**src/rtl/edge_event_unit.sv**
```systemverilog
// Multi-channel edge detector: synchroniser, optional glitch filter, edge
// qualification per mode, sticky pending flags, saturating event counters.
module edge_event_unit #(
    parameter int N_CH          = 4,
    parameter int SYNC_STAGES   = 2,
    parameter int FILTER_CYCLES = 0,
    parameter int CNT_W         = 8
) (
    input  logic                    clk,
    input  logic                    rst,
    input  logic [N_CH-1:0]         in,
    input  logic [2*N_CH-1:0]       mode,
    input  logic [N_CH-1:0]         clr,
    input  logic [N_CH-1:0]         cnt_clr,
    input  logic [N_CH-1:0]         irq_en,
    output logic [N_CH-1:0]         level,
    output logic [N_CH-1:0]         pulse,
    output logic [N_CH-1:0]         pending,
    output logic [N_CH*CNT_W-1:0]   count,
    output logic                    irq
);

    localparam logic [CNT_W-1:0] CNT_MAX = '1;

    logic [N_CH-1:0]  r_sync [SYNC_STAGES];
    logic [N_CH-1:0]  w_sync_out;
    logic [N_CH-1:0]  w_level;
    logic [N_CH-1:0]  r_prev_level;
    logic [N_CH-1:0]  w_rise;
    logic [N_CH-1:0]  w_fall;
    logic [N_CH-1:0]  w_rise_en;
    logic [N_CH-1:0]  w_fall_en;
    logic [N_CH-1:0]  w_event;
    logic [N_CH-1:0]  r_pulse;
    logic [N_CH-1:0]  r_pending;
    logic [CNT_W-1:0] r_count [N_CH];

    // NOTE: the sync chain is a small flop array, not a RAM, so every stage is reset.
    always_ff @(posedge clk or posedge rst) begin
        if (rst) begin
            for (int s = 0; s < SYNC_STAGES; s++) begin
                r_sync[s] <= '0;
            end
        end else begin
            r_sync[0] <= in;
            for (int s = 1; s < SYNC_STAGES; s++) begin
                r_sync[s] <= r_sync[s-1];
            end
        end
    end

    assign w_sync_out = r_sync[SYNC_STAGES-1];

    generate
        if (FILTER_CYCLES == 0) begin : g_no_filter
            assign w_level = w_sync_out;
        end else begin : g_filter
            localparam int FW = $clog2(FILTER_CYCLES + 1);
            localparam logic [FW-1:0] LAST = FW'(FILTER_CYCLES - 1);

            logic [FW-1:0]   r_fcnt [N_CH];
            logic [N_CH-1:0] r_level;

            // Level flips on the F-th consecutive cycle of disagreement.
            always_ff @(posedge clk or posedge rst) begin
                if (rst) begin
                    r_level <= '0;
                    for (int c = 0; c < N_CH; c++) begin
                        r_fcnt[c] <= '0;
                    end
                end else begin
                    for (int c = 0; c < N_CH; c++) begin
                        if (w_sync_out[c] == r_level[c]) begin
                            r_fcnt[c] <= '0;
                        end else if (r_fcnt[c] == LAST) begin
                            r_level[c] <= w_sync_out[c];
                            r_fcnt[c]  <= '0;
                        end else begin
                            r_fcnt[c] <= r_fcnt[c] + FW'(1);
                        end
                    end
                end
            end

            assign w_level = r_level;
        end
    endgenerate

    // NOTE: every output of an always_comb gets a default first so no latch is inferred.
    always_comb begin
        w_rise_en = '0;
        w_fall_en = '0;
        for (int c = 0; c < N_CH; c++) begin
            w_rise_en[c] = mode[2*c];
            w_fall_en[c] = mode[2*c+1];
        end
    end

    assign w_rise  = w_level & ~r_prev_level;
    assign w_fall  = ~w_level & r_prev_level;
    assign w_event = (w_rise & w_rise_en) | (w_fall & w_fall_en);

    always_ff @(posedge clk or posedge rst) begin
        if (rst) begin
            r_prev_level <= '0;
            r_pulse      <= '0;
            r_pending    <= '0;
        end else begin
            r_prev_level <= w_level;
            r_pulse      <= w_event;
            r_pending    <= r_pulse | (r_pending & ~clr);
        end
    end

    // A clear coinciding with a pulse still counts that pulse.
    always_ff @(posedge clk or posedge rst) begin
        if (rst) begin
            for (int c = 0; c < N_CH; c++) begin
                r_count[c] <= '0;
            end
        end else begin
            for (int c = 0; c < N_CH; c++) begin
                if (cnt_clr[c]) begin
                    r_count[c] <= r_pulse[c] ? CNT_W'(1) : '0;
                end else if (r_pulse[c] && (r_count[c] != CNT_MAX)) begin
                    r_count[c] <= r_count[c] + CNT_W'(1);
                end
            end
        end
    end

    always_comb begin
        count = '0;
        for (int c = 0; c < N_CH; c++) begin
            count[c*CNT_W +: CNT_W] = r_count[c];
        end
    end

    assign level   = w_level;
    assign pulse   = r_pulse;
    assign pending = r_pending;
    assign irq     = |(r_pending & irq_en);

endmodule

```
**config.mk**
```make
export PLATFORM = sky130hd
export DESIGN_NAME = edge_event_unit
export DESIGN_NICKNAME = d
export VERILOG_FILES = /design/src/rtl/edge_event_unit.sv
export SDC_FILE = /design/constraint.sdc
export NUM_CORES = 1
export LEC_CHECK = 0
export ABC_CLOCK_PERIOD_IN_PS = 2560
export BUFFER_PORTS_ARGS = -buffer_cell sky130_fd_sc_hd__buf_4
export CAP_MARGIN = 20
export CORE_MARGIN = 2
export CORE_UTILIZATION = 44
export CTS_BUF_LIST = sky130_fd_sc_hd__clkbuf_4 sky130_fd_sc_hd__clkbuf_8
export DETAILED_ROUTE_END_ITERATION = 6
export PLACE_DENSITY = 0.69
export SYNTH_ARGS = -nofsm -noshare
export SYNTH_HDL_FRONTEND = slang
export SYNTH_SLANG_ARGS = --single-unit
```
**constraint.sdc**
```tcl
create_clock -name clk -period 2.56 [get_ports clk]
set_input_delay 0.256 -clock clk [delete_from_list [all_inputs] [get_ports clk]]
set_output_delay 0.256 -clock clk [all_outputs]
set_load 0.005 [all_outputs]
```
Word level (Yosys, flattened, before mapping):

Cells that the tools add are included.

* reduce and logical (&&, ||, !) cells: 9
* eq/ne operators: 4
* mux-type cells: 12
* add/subtract/negate cells: 4
* bitwise gates (word level): 11

Operator list (count)
* 2-to-1 mux 8 bit: 8
* adder 8 x 1 -> 8 bit (second input constant): 4
* != test 8 bit (second input constant): 4
* AND 4 bit: 6
* NOT 4 bit: 3
* bitwise OR 4 bit: 2
* nonzero test 2 bit: 4
* logical AND 1 bit: 4
* 2-to-1 mux 1 bit: 4
* OR reduction 4 bit: 1

* output and inout port bits: 45
* register bits: 52
* word-level logic and storage cells: 49

Logic depth before layout (Yosys ltp):

* depth in word-level cells: 4
* depth in mapped cells: 4

Worst setup path after synthesis:

OpenSTA, ideal clock, no wires.

* path type: register to register
* from: register r_count, in the netlist count[0]
* to: register r_count, in the netlist count[5]
* cell stages (with the launch flop): 5
* setup time: 0.125 ns
* data arrival time: 1.405 ns
* path buffers: 0
* slack: 1.030 ns
* path through: dfrtp_1 ha_1 and3_4 a211oi_2 mux2_4

* cells in the longest elaborated chain, start to end: 3
* elaborated cells between the ends (all ways): 6
* classes of those cells: add/sub (1); eq/ne (1); mux (2); reduce/logical (2)

RTL lines
* start: declaration: line 36 `logic [CNT_W-1:0] r_count [N_CH];`
* start signal: indexed assignment: line 124 `r_count[c] <= r_pulse[c] ? CNT_W'(1) : '0;`
* start signal: indexed assignment: line 126 `r_count[c] <= r_count[c] + CNT_W'(1);`
* adder 8 x 1 -> 8 bit / != test 8 bit (equally long branches): line 126, 125
* 2-to-1 mux 8 bit / logical AND 1 bit (equally long branches): line 125 `end else if (r_pulse[c] && (r_count[c] != CNT_MAX)) begin`
* 2-to-1 mux 8 bit / nonzero test 2 bit (equally long branches)

Parallel ways exist; a longest one is shown, timed or not. The select of a mux whose other input is x is not followed.
A chain may end at the register's enable or synchronous reset.

Worst setup path after layout:

Same ends and word-level chain as after synthesis.

==> results_dict.tcl <==
set metrics [dict create \
    startpoint_type "register" \
    die-area_um2 6531 \
    die_w_um 80.82 \
    antenna_cells 0 \
    finalPower_mw 1.656 \
    fin_area_um2 3269 \
    grt.total_usage_pct 17.07 \
    fmax_mhz 619.4 \
    yosysWarnings 0 \
    synth_edf_count 0 \
    synth_seq_cells 52 \
    cp.required_ns 2.76 \
    io_buffer_count 70 \
    insertion_delay_ns 0.30 \
    arrival_ns 1.81 \
    worstSetupPathType "reg2reg" \
    cp_max_fo 7 \
    min_period_over_period_pct 63.06 \
    final_nets 340 \
    area.growth.synth_to_final_pct 25.93 \
    start_util_pct 46.30 \
    synth_top_cell_by_area "dfrtp_1" \
    end_kind "register" \
    setup_viol_count_final 0 \
    synth_cells 244 \
    wl_per_cell_um 13.98 \
    grt_pass1_wl_um 8804 \
    peakVddDrop_mv 0.3633 \
    clk_pin_slew_ns 0.10 \
    final.setup_skew_ns 0.01041 \
    antenna_found_initial 0 \
    post-cts-setup-buffer-count 0 \
    syn_area_um2 2596 \
    p_per_area_nw_per_um2 506.5 \
    route.detailed.drc 0 \
    hp-class "in2reg" \
    tightest_slew_ns 0.3977 \
    synthesis.nets 274 \
    fp-row-count 27 \
    dp_hpwl_um 3772 \
    fin_tns_setup_ns 0 \
    leakagePower_nw 1.531 \
    synth.distinct_cells 47 \
    via_count 2119 \
    syn_area_per_cell_um2 10.64 \
    grt.overflow.total 0 \
    async_reset_ff_share_pct 100.0 \
    rsz0062_at_grt "no" \
    clockRootBuffer "clkbuf_8" \
    ant_nets 0 \
    final_layout_size_suffix_gt1_share_pct 30.23 \
    drv_cap 0 \
    synth.top_cells.by_area "dfrtp_1, a21oi_1, and4_1, nand2b_1, mux2_4" \
    cts_resized 0 \
    timing.hold.ws_ns 0.05751 \
    synthFlopType "dfrtp_1" \
    core_region_area_um2 5608 \
    synth_top_cell_area_share_pct 50.12 \
    dpl_cell_area_um2 3148 \
    finalMaxSlewViolations 0 \
    status "finished, final reports clean" \
    drtIter0Drc 59 \
    numCtsBuffers 5 \
    grt_max_degree 53 \
    htreeDepth 2 \
    ys_seq_area_share_pct 50.12 \
    finalCriticalPeriod_ns 1.614 \
    pin_count 71 \
    cts_tree "done" \
    drt-total-wl_um 5353 \
    grt_pass1_vias 1899 \
    chipHeight_um 80.82 \
    clock_path_buffers 2 \
    hold_viol 0 \
    clock-sinks 52 \
    gp_congestion 0.7989 \
    nFillCells 502 \
    drtPass1Iterations 4 \
    viasPerCell 5.533 \
    cts-hold-fix-buffers 1 \
    maxSlewHeadroom_pct 73.49 \
]
## layer usage
metal | part of all wire, % | wire [µm] | GRT usage [%]
met3 | 5.5 | 293 | 4.333
met5 | 0 | 0 | 0
met4 | 0.90 | 48 | 4.746
met1 | 47 | 2503 | 23.15
met2 | 47 | 2507 | 27.27
## through the flow
step | cells | util, % | setup WS [ns]
after global placement | 374 | 56.14 | 0.9977
after detailed placement | 374 | 56.14 | 0.9772
after CTS | 383 | 58.30 | 0.9540
after global routing | 383 | 58.30 | 0.8660
final | 383 | 58.30 | 0.9456
after floorplan | 244 | - | 1.030
## cell type report
cell class | count | area, µm² | share of cell area (%)
inverters | 11 | 41.29 | 1.263
repair buffers | 72 | 555.5 | 16.99
clock inverters | 2 | 35.03 | 1.072
well taps | 72 | 90.09 | 2.755
clock buffers | 6 | 76.32 | 2.334
multi-input cells | 168 | 1170 | 35.78
flip-flops and latches | 52 | 1301 | 39.80
## synthesized netlist by cell type (5+ instances only)
master     n
nor2_1     5
a21oi_1   17
nor3_1     9
nand2b_1  11
inv_1     11
buf_4      7
o21ai_0   10
and4_1     8
nor2b_1    9
and3_1     6
nand3_1   11
nand2_1   10
nand4_1    7
dfrtp_1   52
## state kept, by name (all words and copies together) (netlist names)
signal / count
r_sync: 4
r_prev_level: 4
level: 4
pulse: 4
count: 32
pending: 4
## worst paths after layout
| path | startpoint | to | slack, ns | depth (start not counted) |
|---|---|---|---|---|
| max | count[0] | count[5] | 0.95 | 4 |
| min | in[2] | r_sync[6] | 0.06 | 1 |
| max reg2reg | count[0] | count[5] | 0.95 | 4 |
| min reg2reg | r_sync[7] | level[3] | 0.36 | 0 |
| max in group asynchronous | rst | count[14] | 1.77 | 4 |
| min in group asynchronous | rst | count[24] | 0.55 | 4 |
## power by group
| group | switching, mW | total [mW] | internal [mW] |
|---|---|---|---|
| Sequential | 0.0500 | 0.907 | 0.857 |
| Clock | 0.263 | 0.564 | 0.301 |
| Combinational | 0.0783 | 0.185 | 0.107 |
| Total | 0.391 | 1.66 | 1.26 |
## kinds of logic (layout without fill, tap and decap cells)
logic type                 Yosys count  after routing  share of synthesized area (%)
AOI/OAI and AO/OA                   59             59                          15.57
adders and majority gates            4              4                          1.928
buffers and inverters               24             91                          4.819
DFF                                 52             52                          50.12
muxes                                9              9                          4.289
and+or+nand+nor                     96             96                          23.28
## placed cells by master (no fill, tap or decap), types with 3 or more instances in the layout
master,count
a21oi_1,17
a31oi_1,4
a311oi_1,3
mux2_4,4
nor4b_1,3
ha_1,4
dfrtp_1,52
inv_1,10
nor3b_1,3
buf_4,70
nor2_1,5
a21oi_2,3
nand3b_1,4
nand3_1,11
clkbuf_8,5
nand2b_1,11
a211oi_1,4
and3_1,6
mux2i_1,4
nor2b_1,9
nand4_1,7
o21bai_1,3
and4_1,8
nand2_1,10
nor3_1,9
o21ai_0,10
## worst max-delay path: stages (launching register included)
cell	delay, ns
dfrtp_1	0.45
ha_1	0.28
and3_4	0.21
a211oi_2	0.25
mux2_4	0.31
No activity file was read; power rests on OpenSTA's default activity.
